==> src/rtl/seq_hit_reporter.sv <==
// seq_hit_reporter: groups serialized detector outputs into frames of
// FRAME_LEN slots, records per-frame hit count and hit mask, and queues each
// finished report in a small FWFT FIFO drained over a valid/ready handshake.
// Optional feature macro: SEQ_HIT_FIRST_EN adds rpt_first_o, the index of the
// first hit in the frame (FRAME_LEN when the frame had no hits).
module seq_hit_reporter #(
  parameter int FRAME_LEN = 8,
  parameter int DEPTH     = 4,
  localparam int CNT_W    = $clog2(FRAME_LEN + 1),
  localparam int IDX_W    = $clog2(FRAME_LEN + 1)
) (
  input  logic                 clk_i,
  input  logic                 rst_i,
  input  logic                 set_i,
  input  logic                 bit_vld_i,
  input  logic                 detect_i,
  output logic                 rpt_vld_o,
  input  logic                 rpt_rdy_i,
  output logic [CNT_W-1:0]     rpt_cnt_o,
  output logic [FRAME_LEN-1:0] rpt_mask_o,
`ifdef SEQ_HIT_FIRST_EN
  output logic [IDX_W-1:0]     rpt_first_o,
`endif
  output logic                 ovf_o
);

  localparam int PTR_W = $clog2(DEPTH);
  localparam logic [IDX_W-1:0] LAST_IDX = IDX_W'(FRAME_LEN - 1);
  localparam logic [IDX_W-1:0] NO_HIT   = IDX_W'(FRAME_LEN);

  typedef enum logic [1:0] {
    ST_IDLE    = 2'd0,
    ST_COLLECT = 2'd1,
    ST_PUSH    = 2'd2
  } state_e;

  state_e                 state_q, state_d;
  logic [IDX_W-1:0]       idx_q, idx_d;
  logic [CNT_W-1:0]       cnt_q, cnt_d;
  logic [FRAME_LEN-1:0]   mask_q, mask_d;
  logic                   push_s;
`ifdef SEQ_HIT_FIRST_EN
  logic                   seen_q, seen_d;
  logic [IDX_W-1:0]       first_q, first_d;
  logic [IDX_W-1:0]       first_mem_q [DEPTH];
`endif

  logic [PTR_W:0]         wr_ptr_q, rd_ptr_q;
  logic [CNT_W-1:0]       cnt_mem_q  [DEPTH];
  logic [FRAME_LEN-1:0]   mask_mem_q [DEPTH];
  logic                   ovf_q;
  logic                   empty_s, full_s, pop_s, wr_en_s, drop_s;

  // State and frame accumulator registers.
  always_ff @(posedge clk_i or negedge rst_i) begin
    if (!rst_i) begin
      state_q <= ST_IDLE;
      idx_q   <= {IDX_W{1'b0}};
      cnt_q   <= {CNT_W{1'b0}};
      mask_q  <= {FRAME_LEN{1'b0}};
`ifdef SEQ_HIT_FIRST_EN
      seen_q  <= 1'b0;
      first_q <= NO_HIT;
`endif
    end else begin
      state_q <= state_d;
      idx_q   <= idx_d;
      cnt_q   <= cnt_d;
      mask_q  <= mask_d;
`ifdef SEQ_HIT_FIRST_EN
      seen_q  <= seen_d;
      first_q <= first_d;
`endif
    end
  end

  // Next-state logic: start on the first valid slot, leave on the last slot
  // or on an abort, and spend exactly one cycle in PUSH.
  always_comb begin
    state_d = state_q;
    case (state_q)
      ST_IDLE: begin
        if (set_i && bit_vld_i) begin
          state_d = (FRAME_LEN == 1) ? ST_PUSH : ST_COLLECT;
        end else begin
          state_d = ST_IDLE;
        end
      end
      ST_COLLECT: begin
        if (!set_i) begin
          state_d = ST_IDLE;
        end else if (bit_vld_i && (idx_q == LAST_IDX)) begin
          state_d = ST_PUSH;
        end else begin
          state_d = ST_COLLECT;
        end
      end
      ST_PUSH: state_d = ST_IDLE;
      default: state_d = ST_IDLE;
    endcase
  end

  // Accumulator updates and the FIFO push request.
  always_comb begin
    idx_d   = idx_q;
    cnt_d   = cnt_q;
    mask_d  = mask_q;
    push_s  = 1'b0;
`ifdef SEQ_HIT_FIRST_EN
    seen_d  = seen_q;
    first_d = first_q;
`endif
    case (state_q)
      ST_IDLE: begin
        if (set_i && bit_vld_i) begin
          idx_d     = IDX_W'(1);
          cnt_d     = CNT_W'(detect_i);
          mask_d    = {FRAME_LEN{1'b0}};
          mask_d[0] = detect_i;
`ifdef SEQ_HIT_FIRST_EN
          seen_d    = detect_i;
          first_d   = detect_i ? {IDX_W{1'b0}} : NO_HIT;
`endif
        end else begin
          idx_d = idx_q;
        end
      end
      ST_COLLECT: begin
        if (!set_i) begin
          idx_d   = {IDX_W{1'b0}};
          cnt_d   = {CNT_W{1'b0}};
          mask_d  = {FRAME_LEN{1'b0}};
`ifdef SEQ_HIT_FIRST_EN
          seen_d  = 1'b0;
          first_d = NO_HIT;
`endif
        end else if (bit_vld_i) begin
          for (int i = 0; i < FRAME_LEN; i++) begin
            if (idx_q == IDX_W'(i)) begin
              mask_d[i] = detect_i;
            end else begin
              mask_d[i] = mask_q[i];
            end
          end
          cnt_d = cnt_q + CNT_W'(detect_i);
          idx_d = idx_q + IDX_W'(1);
`ifdef SEQ_HIT_FIRST_EN
          if (detect_i && !seen_q) begin
            seen_d  = 1'b1;
            first_d = idx_q;
          end else begin
            seen_d  = seen_q;
          end
`endif
        end else begin
          idx_d = idx_q;
        end
      end
      ST_PUSH: begin
        push_s  = 1'b1;
        idx_d   = {IDX_W{1'b0}};
        cnt_d   = {CNT_W{1'b0}};
        mask_d  = {FRAME_LEN{1'b0}};
`ifdef SEQ_HIT_FIRST_EN
        seen_d  = 1'b0;
        first_d = NO_HIT;
`endif
      end
      default: begin
        idx_d   = {IDX_W{1'b0}};
        cnt_d   = {CNT_W{1'b0}};
        mask_d  = {FRAME_LEN{1'b0}};
      end
    endcase
  end

  // FIFO status; a pop in the same cycle frees the slot a full-FIFO push needs.
  assign empty_s = (wr_ptr_q == rd_ptr_q);
  assign full_s  = (wr_ptr_q[PTR_W-1:0] == rd_ptr_q[PTR_W-1:0]) &&
                   (wr_ptr_q[PTR_W] != rd_ptr_q[PTR_W]);
  assign pop_s   = !empty_s && rpt_rdy_i;
  assign wr_en_s = push_s && (!full_s || pop_s);
  assign drop_s  = push_s && full_s && !pop_s;

  // Report storage, pointers and the sticky overflow flag.
  always_ff @(posedge clk_i or negedge rst_i) begin
    if (!rst_i) begin
      wr_ptr_q <= {(PTR_W+1){1'b0}};
      rd_ptr_q <= {(PTR_W+1){1'b0}};
      ovf_q    <= 1'b0;
      for (int i = 0; i < DEPTH; i++) begin
        cnt_mem_q[i]   <= {CNT_W{1'b0}};
        mask_mem_q[i]  <= {FRAME_LEN{1'b0}};
`ifdef SEQ_HIT_FIRST_EN
        first_mem_q[i] <= {IDX_W{1'b0}};
`endif
      end
    end else begin
      if (wr_en_s) begin
        cnt_mem_q[wr_ptr_q[PTR_W-1:0]]   <= cnt_q;
        mask_mem_q[wr_ptr_q[PTR_W-1:0]]  <= mask_q;
`ifdef SEQ_HIT_FIRST_EN
        first_mem_q[wr_ptr_q[PTR_W-1:0]] <= first_q;
`endif
        wr_ptr_q <= wr_ptr_q + {{PTR_W{1'b0}}, 1'b1};
      end
      if (pop_s) begin
        rd_ptr_q <= rd_ptr_q + {{PTR_W{1'b0}}, 1'b1};
      end
      if (drop_s) begin
        ovf_q <= 1'b1;
      end
    end
  end

  // FWFT head presentation; fields read as zero while the FIFO is empty.
  always_comb begin
    rpt_vld_o   = !empty_s;
    ovf_o       = ovf_q;
    if (empty_s) begin
      rpt_cnt_o   = {CNT_W{1'b0}};
      rpt_mask_o  = {FRAME_LEN{1'b0}};
`ifdef SEQ_HIT_FIRST_EN
      rpt_first_o = {IDX_W{1'b0}};
`endif
    end else begin
      rpt_cnt_o   = cnt_mem_q[rd_ptr_q[PTR_W-1:0]];
      rpt_mask_o  = mask_mem_q[rd_ptr_q[PTR_W-1:0]];
`ifdef SEQ_HIT_FIRST_EN
      rpt_first_o = first_mem_q[rd_ptr_q[PTR_W-1:0]];
`endif
    end
  end

endmodule

==> config.mk <==
export PLATFORM = sky130hd
export DESIGN_NAME = seq_hit_reporter
export DESIGN_NICKNAME = d
export VERILOG_FILES = /design/src/rtl/seq_hit_reporter.sv
export SDC_FILE = /design/constraint.sdc
export NUM_CORES = 1
export LEC_CHECK = 0
export ABC_AREA = 1
export CORE_ASPECT_RATIO = 0.75
export CORE_UTILIZATION = 45
export CTS_BUF_LIST = sky130_fd_sc_hd__clkbuf_4 sky130_fd_sc_hd__clkbuf_8 sky130_fd_sc_hd__clkbuf_16
export CTS_CLUSTER_DIAMETER = 200
export DETAILED_ROUTE_END_ITERATION = 7
export DONT_BUFFER_PORTS = 1
export PLACE_DENSITY_LB_ADDON = 0.3
export SYNTH_ARGS = -nofsm -noshare
export SYNTH_HDL_FRONTEND = slang
export SYNTH_SLANG_ARGS = --single-unit
==> constraint.sdc <==
create_clock -name clk_i -period 4.05 [get_ports clk_i]
set_input_delay 0.81 -clock clk_i [delete_from_list [all_inputs] [get_ports clk_i]]
set_output_delay 0.81 -clock clk_i [all_outputs]
set_load 0.03 [all_outputs]
# After elaboration in Yosys (flattened, before gate mapping)
# Index checks and enable logic that the tools add are counted.
op_classes:
  n_addsub: 4
  order_cmp: 3
  eq_ne: 22
  n_mux: 39
  bitwise: 2
  reduce_logical: 23
ops:
  columns: ["op", "count"]
  rows:
  - ["$mux W8", 7]
  - ["$mux W4", 10]
  - ["$bwmux W32", 1]
  - ["$ne A3 B3 Y1 const B", 9]
  - ["$reduce_and A3 Y1", 8]
  - ["$bmux W8 S2", 1]
  - ["$bwmux W16", 1]
  - ["$demux W8 S2", 1]
  - ["$eq A4 B3 Y1 const B", 4]
  - ["$pmux W4 S2", 2]
  - ["$pmux W8 S2", 1]
  - ["$mux W1", 10]
  - ["$bmux W4 S2", 1]
  - ["$demux W4 S2", 1]
  - ["$eq A4 B2 Y1 const B", 2]
  - ["$logic_and A1 B1 Y1", 8]
  - ["$add A3 B1 Y3 const B", 2]
  - ["$ge A3 B3 Y1 const B", 2]
  - ["$not A2 Y3", 2]
  - ["$add A4 B1 Y4", 1]
  - ["$add A4 B1 Y4 const B", 1]
  - ["$eq A4 B1 Y1 const B", 1]
  - ["$logic_not A4 Y1", 1]
  - ["$mux W2", 2]
  - ["12 further kinds", 14]
totals:
  regBits: 73
  inputBits: 6
  out_inout_bits: 14
  elab_cells: 115

# Longest topological paths before layout
# Gate-level depths: netlist of the first run.
depth:
  word_depth: 6
  depth_mapped: 11
  mapped_depth_nobuf: 8

# Worst setup path before layout of the first run
# No wires, ideal clock.
synth_timing:
  path_kind: "reg2out"
  start: "register rd_ptr_q[0]"
  end: "output port rpt_cnt_o[0]"
  arrival_time_ps: 1495
  required_time_ps: 3240
  path_slack_ps: 1745
  path_stages_with_launch: 10
  path_buffers: 2
  path_cell_list: "dfrtp_1 -> buf_4 -> inv_2 -> nand2_1 -> nand2_1 -> nor2_4 -> nand2_1 -> buf_2 -> nand2_1 -> inv_1"
synth_via:
  elab_chain_len: 5
  word_cells_on_any_way: 6
  classes_between: "eq/ne: 1; mux: 4; bitwise: 1"
synth_rtl:
  columns: ["item", "line", "source"]
  rows:
  - ["start, declared", "48", "logic [PTR_W:0] wr_ptr_q, rd_ptr_q;"]
  - ["start signal, assigned", "189", "rd_ptr_q <= {(PTR_W+1){1'b0}};"]
  - ["start signal, assigned", "208", "rd_ptr_q <= rd_ptr_q + {{PTR_W{1'b0}}, 1'b1};"]
  - ["$not A2 Y3 (implied by the code)", "227", "rpt_cnt_o = cnt_mem_q[rd_ptr_q[PTR_W-1:0]];"]
  - ["$bmux W4 S2", "227", null]
  - ["$mux W4 (implied by the code) (2 in series)", "227", null]
  - ["$mux W4 *", "220", "if (empty_s) begin"]
  - ["end, declared", "19", "output logic [CNT_W-1:0] rpt_cnt_o,"]
# Every way passes the cells marked *; elsewhere a longest branch is shown, timed or not. The select of a mux whose other input is x is not followed.

# Worst setup path in the final report of the first run
layout_timing:
  start: "register rd_ptr_q[1]"
  end: "output port rpt_cnt_o[1]"
# The elaborated chain is that of the path after synthesis.

==> qor.yml, run 1 <==
muxShareOfSynthArea_pct: 0
critPathMaxStageDelay_ns: 0.66
die_area_um2: 9060
cp_cell_sequence: "inv_1 -> nand2_1 -> nand2_1 -> nor2_4 -> nand2_1 -> nand2_1 -> inv_1"
clockBufferDepth: 2
row_count: 29
crit_slowest_cell: "dfrtp_1"
clkLatencyLatePin_ns: 0.34
synth_nets: 517
setup_ws_ns: 0.592
diodes: 0
fmax_mhz: 289
drt_first_pass_iters: 7
synth_xor_area_share_pct: 0.672
avgRoutedWirePerCell_um: 16.6
portBuffers: 0
clkSlewWorstSetupHoldPaths_ns: 0.06
tightest_slew_ns: 0.938
ys_seq_area_share_pct: 46.7
start_util_pct: 46.2
cts_tree: "yes"
worstPathRequired_ns: 3.24
ant_nets: 0
routabilityCongestion: 0.857
tns_ns: 0
synth_top_family_by_area: "simple AND/OR/NAND/NOR gates"
synth.distinct_cells: 30
synth.avg_cell_area_um2: 7.81
drive_gt1_share_pct: 6.95
antenna_found_initial: 0
via_per_inst: 5.65
total_power_w: 0.00237
hold_viol_final: 0
synth.cell_area_um2: 3910
num_io_pins: 20
period_minus_slack_ns: 3.46
synth_compound_area_share_pct: 7.49
die_y_um: 82.7
nFillCells: 812
layout.nets: 502
p_leak_nw: 2.27
numCtsBuffers: 9
clock_skew_ns: 0.00651
wl_mm: 9.89
finalCritPeriodShare_pct: 85.4
synthCells: 500
pre_cts_ws_ns: 1.00
rsz0062_at_grt: "false"
arrival_ns: 2.65
clock-root-buffer: "clkbuf_16"
cts_sinks: 73
gr-usage-all-layers_pct: 24.4
cts.repair.resized: 0
drt_first_iter_violations: 369
postCtsSetupBuffers: 0
htreeDepth: 3
dpl_cell_area_um2: 3900
worstHoldPathType: "in2async"
start_kind: "register"
postCtsHoldBufs: 0
path_max_fanout: 16
critPathCaptureType: "output port"
place_inst: 582
grt_max_degree: 74
outcome: "finished clean"
fin_cells: 597
ir_drop_mv: 0.388
synthAdderAreaFrac_pct: 3.52
pwr_density_cell_nw_per_um2: 565
drv_cap: 0
die_w_um: 110
vias: 3376
setup_viol: 0
core_um2: 8450
syn_to_final_growth_pct: 7.52
timing.max_slew.rel_slack_pct: 37.3
final_cell_area_um2: 4200
final_cell_mix: "nand2_1 (171), dfrtp_1 (73), nand4_1 (50), inv_1 (37), nor2_1 (36)"
worst-setup-path-type: "reg2out"
synth-simple-area-share_pct: 33.0
drv_slew: 0
yosysWarningCount: 0
final_common_cell: "nand2_1"
grt_remaining_overflow: 0
grt_pass1_vias: 3124
ys_ff_latch: 73
hpwl_mm: 6.07
grt_pass1_wl_mm: 16.1
drc: 0
critPathMostFrequentCell: "nand2_1"
[flip-flops by register name (all words and copies together), names as in the netlist]
register and flops:
mask_mem_q 32, wr_ptr_q 3, ovf_o 1, idx_q 4
cnt_mem_q 16, rd_ptr_q 3, state_q 2, mask_q 8
cnt_q 4
[final cells by class]
type,count,area (µm²),share of cell area (%)
Sequential cell,73,1830,43.5
Multi-Input combinational cell,356,1760,41.8
Clock buffer,12,260,6.19
Inverter,41,154,3.66
Tap cell,108,135,3.22
Clock inverter,3,40.0,0.953
Timing Repair Buffer,4,30.0,0.715
[worst max-delay path: cells and delay by family, from the launching register on]
family / cells / cell delay [ns]
flops: 1 / 0.66
simple gates: 5 / 1.17
buf+inv: 2 / 0.48
[where the power goes]
part	leakage [nW]	total (W)	internal, W	switching [W]
sequential	1.01	0.000834	0.000765	0.0000689
combinational	1.11	0.000738	0.000181	0.000557
clock	0.152	0.000803	0.000511	0.000292
total	2.27	0.00237	0.00146	0.000918
[cells in the mapped netlist]
cell | instances | area [µm²]
dfrtp_1 | 73 | 1830
nor2_1 | 37 | 139
nand2_2 | 2 | 12.5
buf_6 | 4 | 45.0
buf_1 | 1 | 3.75
nand2_1 | 171 | 642
a21oi_1 | 1 | 5.00
o2111ai_1 | 1 | 8.76
clkbuf_1 | 10 | 37.5
nand4_1 | 50 | 313
buf_2 | 8 | 40.0
xnor2_1 | 1 | 8.76
ha_1 | 11 | 138
and3_1 | 1 | 6.26
nor3_1 | 2 | 10.0
nor2_4 | 2 | 22.5
o22ai_1 | 12 | 75.1
nand3_2 | 4 | 40.0
buf_4 | 7 | 52.6
o21bai_1 | 1 | 7.51
nor2_2 | 1 | 6.26
xor2_1 | 2 | 17.5
inv_1 | 37 | 139
a31o_2 | 1 | 8.76
a22oi_1 | 1 | 7.51
o21ai_1 | 1 | 5.00
nand3_1 | 20 | 100
o21ai_0 | 32 | 160
o211ai_1 | 2 | 15.0
inv_2 | 4 | 15.0
[routing by layer]
metal / vias up / part of all wire (%) / GRT usage [%]
met5: - / 0 / 0
met4: 0 / 1.8 / 9.87
met3: 20 / 6.7 / 6.67
met2: 134 / 44 / 36.9
met1: 1599 / 48 / 33.2
li1: 1623 / - / -
[stage by stage]
| stage | hold slack (ns) | util (%) |
|---|---|---|
| 2_1_floorplan | 0.437 | - |
| 3_3_place_gp | 0.449 | 46.1 |
| 3_5_place_dp | 0.453 | 46.1 |
| 4_1_cts | 0.152 | 49.7 |
| 5_1_grt | 0.141 | 49.7 |
| 6_report | 0.165 | 49.7 |
[logic make-up (layout without fill, tap and decap cells)]
family,after synthesis,count (layout)
AO/OA/AOI/OAI,52,52
AND/OR/NAND/NOR,290,290
flip-flops,73,73
buffers and inverters,71,60
adder cells (fa/ha/maj),11,11
XOR/XNOR,3,3
[final timing paths]
check	startpoint	to	slack [ns]	cells after the start
max	rd_ptr_q[1]	rpt_cnt_o[1]	0.59	7
min	rst_i	cnt_mem_q[4]	0.17	0
max reg2reg	rd_ptr_q[1]	cnt_mem_q[15]	1.42	9
min reg2reg	cnt_mem_q[8]	cnt_mem_q[8]	0.47	2
max in group asynchronous	rst_i	mask_q[7]	3.79	0
min in group clk_i	cnt_mem_q[8]	cnt_mem_q[8]	0.47	2
No activity file was read; power rests on OpenSTA's default activity.
==> run 2: changes to the inputs <==
- CAP_MARGIN: unset -> 20
- REMOVE_ABC_BUFFERS: unset -> 1
- clock period: 4.05 -> 3.2 ns (I/O delays scaled with it)
==> run 2 against run 1 <==
Compared with the run above: flip-flop and latch count stayed put; sequential share of layout area is 0.50 points lower; combinational power is 38% higher; register-to-register slack worse by 0.42 ns; first-iteration DRC count is 13% lower; die area stayed put; non-clock buffer count is 7 higher; global-route usage is 0.29 points lower; cell count is 1.2% higher; critical path depth is 1 higher.
==> qor.yml, run 2 (synthesized netlist as in run 1, its figures left out) <==
drv_slew: 0
combPwrFrac_pct: 34.1
hpwl_mm: 6.21
crit_slowest_cell: "dfrtp_1"
largest_register: "mask_mem_q"
p_leak_nw: 2.30
largest_reg_flops: 32
grt_pass1_wl_mm: 15.9
antenna_found_initial: 0
hold_viol_final: 0
cts.repair.resized: 0
worst-setup-path-type: "reg2out"
grt_remaining_overflow: 0
portBuffers: 0
crit_family: "buffers and inverters"
r2r-end: "cnt_mem_q[2]"
critPathMaxStageDelay_ns: 0.39
rr_startpoint: "rd_ptr_q[1]"
endpoint: "rpt_mask_o[3]"
drc: 0
tightest_slew_ns: 0.681
pwr_density_cell_nw_per_um2: 704
clkLatencyLatePin_ns: 0.34
period_minus_slack_ns: 2.84
clockBufferDepth: 2
vias: 3286
grt_max_degree: 74
nFillCells: 801
path_max_fanout: 13
numCtsBuffers: 9
top_regs: "mask_mem_q x32, cnt_mem_q x16, mask_q x8"
num_io_pins: 20
start_util_pct: 46.2
die_area_um2: 9060
internal_power_w: 0.00181
die_w_um: 110
via_per_inst: 5.44
dpl_cell_area_um2: 3950
setup_viol: 0
power_switching_w: 0.00118
drt_first_iter_violations: 320
multi_input_area_um2: 1760
syn_to_final_growth_pct: 8.77
ant_nets: 0
reg2reg_slack_ns: 1.00
cp_num_cells: 8
htreeDepth: 3
crit_start: "rd_ptr_q[1]"
grt_pass1_vias: 3115
power_frac_seq_pct: 34.4
final_cell_area_um2: 4250
fmax_mhz: 353
timing.max_slew.rel_slack_pct: 54.5
cts_tree: "yes"
drive_gt1_share_pct: 8.27
clkSlewWorstSetupHoldPaths_ns: 0.05
diodes: 0
worstHoldPathType: "in2async"
row_count: 29
worstPathRequired_ns: 2.56
fin_util_pct: 50.3
sw_frac_of_total_pct: 39.5
clock_skew_ns: 0.00487
start_kind: "register"
crit_buf_inv: 3
die_y_um: 82.7
seq_area_um2: 1830
avgRoutedWirePerCell_um: 15.9
layout.nets: 509
cts_sinks: 73
clock-root-buffer: "clkbuf_16"
drt_first_pass_iters: 5
ir_drop_mv: 0.405
critPathCaptureType: "output port"
finalCritPeriodShare_pct: 88.6
gr-usage-all-layers_pct: 24.1
rsz0062_at_grt: "false"
drv_cap: 0
final_common_cell: "nand2_1"
cp_cell_sequence: "inv_1 -> nand2_1 -> nand2_1 -> nor2_4 -> nand2_1 -> buf_4 -> nand2_1 -> inv_1"
routabilityCongestion: 0.828
clockPowerShare_pct: 31.5
critPathMostFrequentCell: "nand2_1"
final_cell_mix: "nand2_1 (171), dfrtp_1 (73), nand4_1 (50), inv_1 (37), nor2_1 (36)"
arrival_ns: 2.20
reg2reg_depth: 8
core_um2: 8450
wl_mm: 9.62
outcome: "finished clean"
run 2: cell count changes in the layout (fill, tap and decap cells not counted), sizes merged:
cell and delta:
bufinv -1, buf +7, clkinv -2, clkbuf +3
run 2: worst min-delay path by stage:
| stage | endpoint | cells after the start |
|---|---|---|
| final | cnt_mem_q[6] | 1 |
| after detailed placement | cnt_mem_q[0] | 0 |
| after floorplan | cnt_mem_q[0] | 0 |
| after global routing | cnt_mem_q[4] | 1 |
| after global placement | cnt_mem_q[0] | 0 |
| after CTS | wr_ptr_q[0] | 1 |
run 2: power groups by stage:
stage | Clock [W] | Sequential (W) | Combinational, W
6_report | 0.000943 | 0.00103 | 0.00102
5_1_grt | 0.00101 | 0.00103 | 0.00113
4_1_cts | 0.000967 | 0.00103 | 0.00101
3_5_place_dp | 0 | 0.00104 | 0.000988
3_3_place_gp | 0 | 0.00104 | 0.000980
2_1_floorplan | 0 | 0.00106 | 0.000716
run 2: final cells by class:
cell class / count / share of cell area, %
inverter: 41 / 3.62
multi-input combinational: 356 / 41.3
tap: 108 / 3.18
clock buffer: 15 / 6.51
sequential: 73 / 43.0
timing repair buffer: 11 / 2.41
run 2: per-layer routing:
metal | GRT usage, % | part of all wire, %
met3 | 7.54 | 6.6
met4 | 7.33 | 1.2
met1 | 33.5 | 49
met5 | 0 | 0
met2 | 36.0 | 43
run 2: per-stage QoR:
step | instances | setup slack (ns) | hold WS [ns] | power [W] | TNS (ns)
floorplan | 470 | -0.0325 | 0.344 | 0.00178 | -0.422
global placement | 588 | 0.785 | 0.347 | 0.00202 | 0
detailed placement | 588 | 0.728 | 0.347 | 0.00203 | 0
CTS | 604 | 0.352 | 0.203 | 0.00301 | 0
global route | 604 | 0.208 | 0.206 | 0.00317 | 0
finish | 604 | 0.364 | 0.189 | 0.00299 | 0
run 2: timing repair:
item,4_1_cts,5_1_grt
setup buffers,0,0
hold endpoints to repair,73,0
hold buffers,1,0
==> run 3: changes to the inputs <==
- CORE_ASPECT_RATIO: 0.75 -> 0.7
- CTS_CLUSTER_DIAMETER: 200 -> unset
==> run 3 against run 2 <==
Compared with the run above: sequential power is essentially flat; utilization grew 0.79 points; power grew 5.6%; maximum frequency grew 0.67%; combinational power is essentially flat; via count grew 1.6%; wire length grew 1.1%; critical path depth is the same; clock skew shrank 0.00080 ns; worst setup slack gained 0.019 ns; clock power grew 18%; critical path type unchanged; critical endpoint unchanged; highest routed layer unchanged.
==> qor.yml, run 3 (synthesized netlist as in run 1, its figures left out) <==
outcome: "finished clean"
pwr_density_cell_nw_per_um2: 732
antenna_found_initial: 0
critPathCaptureType: "output port"
row_count: 28
p_leak_nw: 2.31
grt_pass1_vias: 3276
crit_start: "rd_ptr_q[1]"
nFillCells: 831
postCtsSetupBuffers: 0
tns_ns: 0
finalCritPeriodShare_pct: 88.0
worstPathRequired_ns: 2.56
worst-setup-path-type: "reg2out"
portBuffers: 0
core_um2: 8440
setup_viol: 0
postCtsHoldBufs: 1
arrival_ns: 2.18
diodes: 0
avgRoutedWirePerCell_um: 15.8
final_cell_area_um2: 4310
internal_power_w: 0.00195
grt_remaining_overflow: 0
ant_nets: 0
cp_cell_sequence: "inv_1 -> nand2_1 -> nand2_1 -> nor2_4 -> nand2_1 -> buf_4 -> nand2_1 -> inv_1"
power_switching_w: 0.00121
grt_pass1_wl_mm: 16.6
die_w_um: 113
clockPowerShare_pct: 35.3
clkSlewWorstSetupHoldPaths_ns: 0.06
path_max_fanout: 13
via_per_inst: 5.42
timing.max_slew.rel_slack_pct: 50.1
die_y_um: 80.0
wl_mm: 9.72
crit_slowest_cell: "dfrtp_1"
hold-worst-slack_ns: 0.179
hpwl_mm: 6.28
final_common_cell: "nand2_1"
crit_buf_inv: 3
gr-usage-all-layers_pct: 24.1
syn_to_final_growth_pct: 10.3
worstHoldPathType: "in2async"
vias: 3338
rsz0062_at_grt: "false"
clock-root-buffer: "clkbuf_16"
clock_skew_ns: 0.00407
numCtsBuffers: 9
cts_tree: "yes"
start_kind: "register"
fmax_mhz: 355
tightest_slew_ns: 0.747
critPathMaxStageDelay_ns: 0.38
ir_drop_mv: 0.314
combPwrFrac_pct: 31.8
critPathMostFrequentCell: "nand2_1"
routabilityCongestion: 0.840
start_util_pct: 46.3
htreeDepth: 3
power_frac_seq_pct: 32.9
cts.repair.resized: 0
drv_cap: 0
num_io_pins: 20
period_minus_slack_ns: 2.82
drc: 0
top_regs: "mask_mem_q x32, cnt_mem_q x16, mask_q x8"
drt_first_iter_violations: 263
clockBufferDepth: 2
sw_frac_of_total_pct: 38.4
largest_register: "mask_mem_q"
layout.nets: 508
final_cell_mix: "nand2_1 (171), dfrtp_1 (73), nand4_1 (50), inv_1 (37), nor2_1 (36)"
cts_sinks: 73
drt_first_pass_iters: 5
drv_slew: 0
crit_family: "buffers and inverters"
reg2reg_slack_ns: 0.84
grt_max_degree: 74
drive_gt1_share_pct: 8.27
clkLatencyLatePin_ns: 0.34
rr_startpoint: "rd_ptr_q[1]"
largest_reg_flops: 32
dpl_cell_area_um2: 3950
die_area_um2: 9070
hold_viol_final: 0
run 3: cell types whose count changed in the layout (fill, tap and decap cells not counted):
| cell | delta |
|---|---|
| buf_4 | -1 |
| bufinv_16 | +2 |
| clkbuf_4 | -5 |
| clkbuf_8 | +1 |
| clkinv_2 | +2 |
| clkinvlp_4 | +1 |
run 3: path summary, 6_finish.rpt:
path,cells after the start,end
max,8,rpt_mask_o[3]
min,1,cnt_mem_q[2]
min in group clk_i,2,state_q[1]
max in group asynchronous,1,mask_mem_q[7]
max reg2reg,8,mask_mem_q[7]
min reg2reg,2,cnt_mem_q[10]
run 3: through the flow:
stage               std cells  setup WS [ns]  util, %  power [W]
floorplan                 470        -0.0325        -    0.00178
global placement          599          0.870     46.8    0.00201
detailed placement        599          0.827     46.8    0.00202
CTS                       616          0.431     51.1    0.00317
global route              616          0.261     51.1    0.00334
finish                    616          0.383     51.1    0.00316
run 3: power groups by stage:
stage	clock (W)	sequential [W]	combinational (W)
finish	0.00111	0.00104	0.00101
global route	0.00118	0.00104	0.00112
CTS	0.00113	0.00104	0.00100
detailed placement	0	0.00105	0.000969
global placement	0	0.00105	0.000963
floorplan	0	0.00106	0.000716
run 3: layout make-up:
cell class	count	area [µm²]	area share [%]
Clock inverter	5	77.6	1.80
Sequential cell	73	1830	42.4
Multi-Input combinational cell	356	1760	40.7
Inverter	41	154	3.57
Timing Repair Buffer	10	95.1	2.21
Tap cell	120	150	3.48
Clock buffer	11	253	5.86
run 3: metal layers:
layer	vias to the layer above	global-route usage (%)	part of all wire, %
met4	0	8.03	1.1
met2	99	37.7	45
met3	11	7.21	6.1
met1	1596	32.1	48
li1	1632	-	-
met5	-	0	0
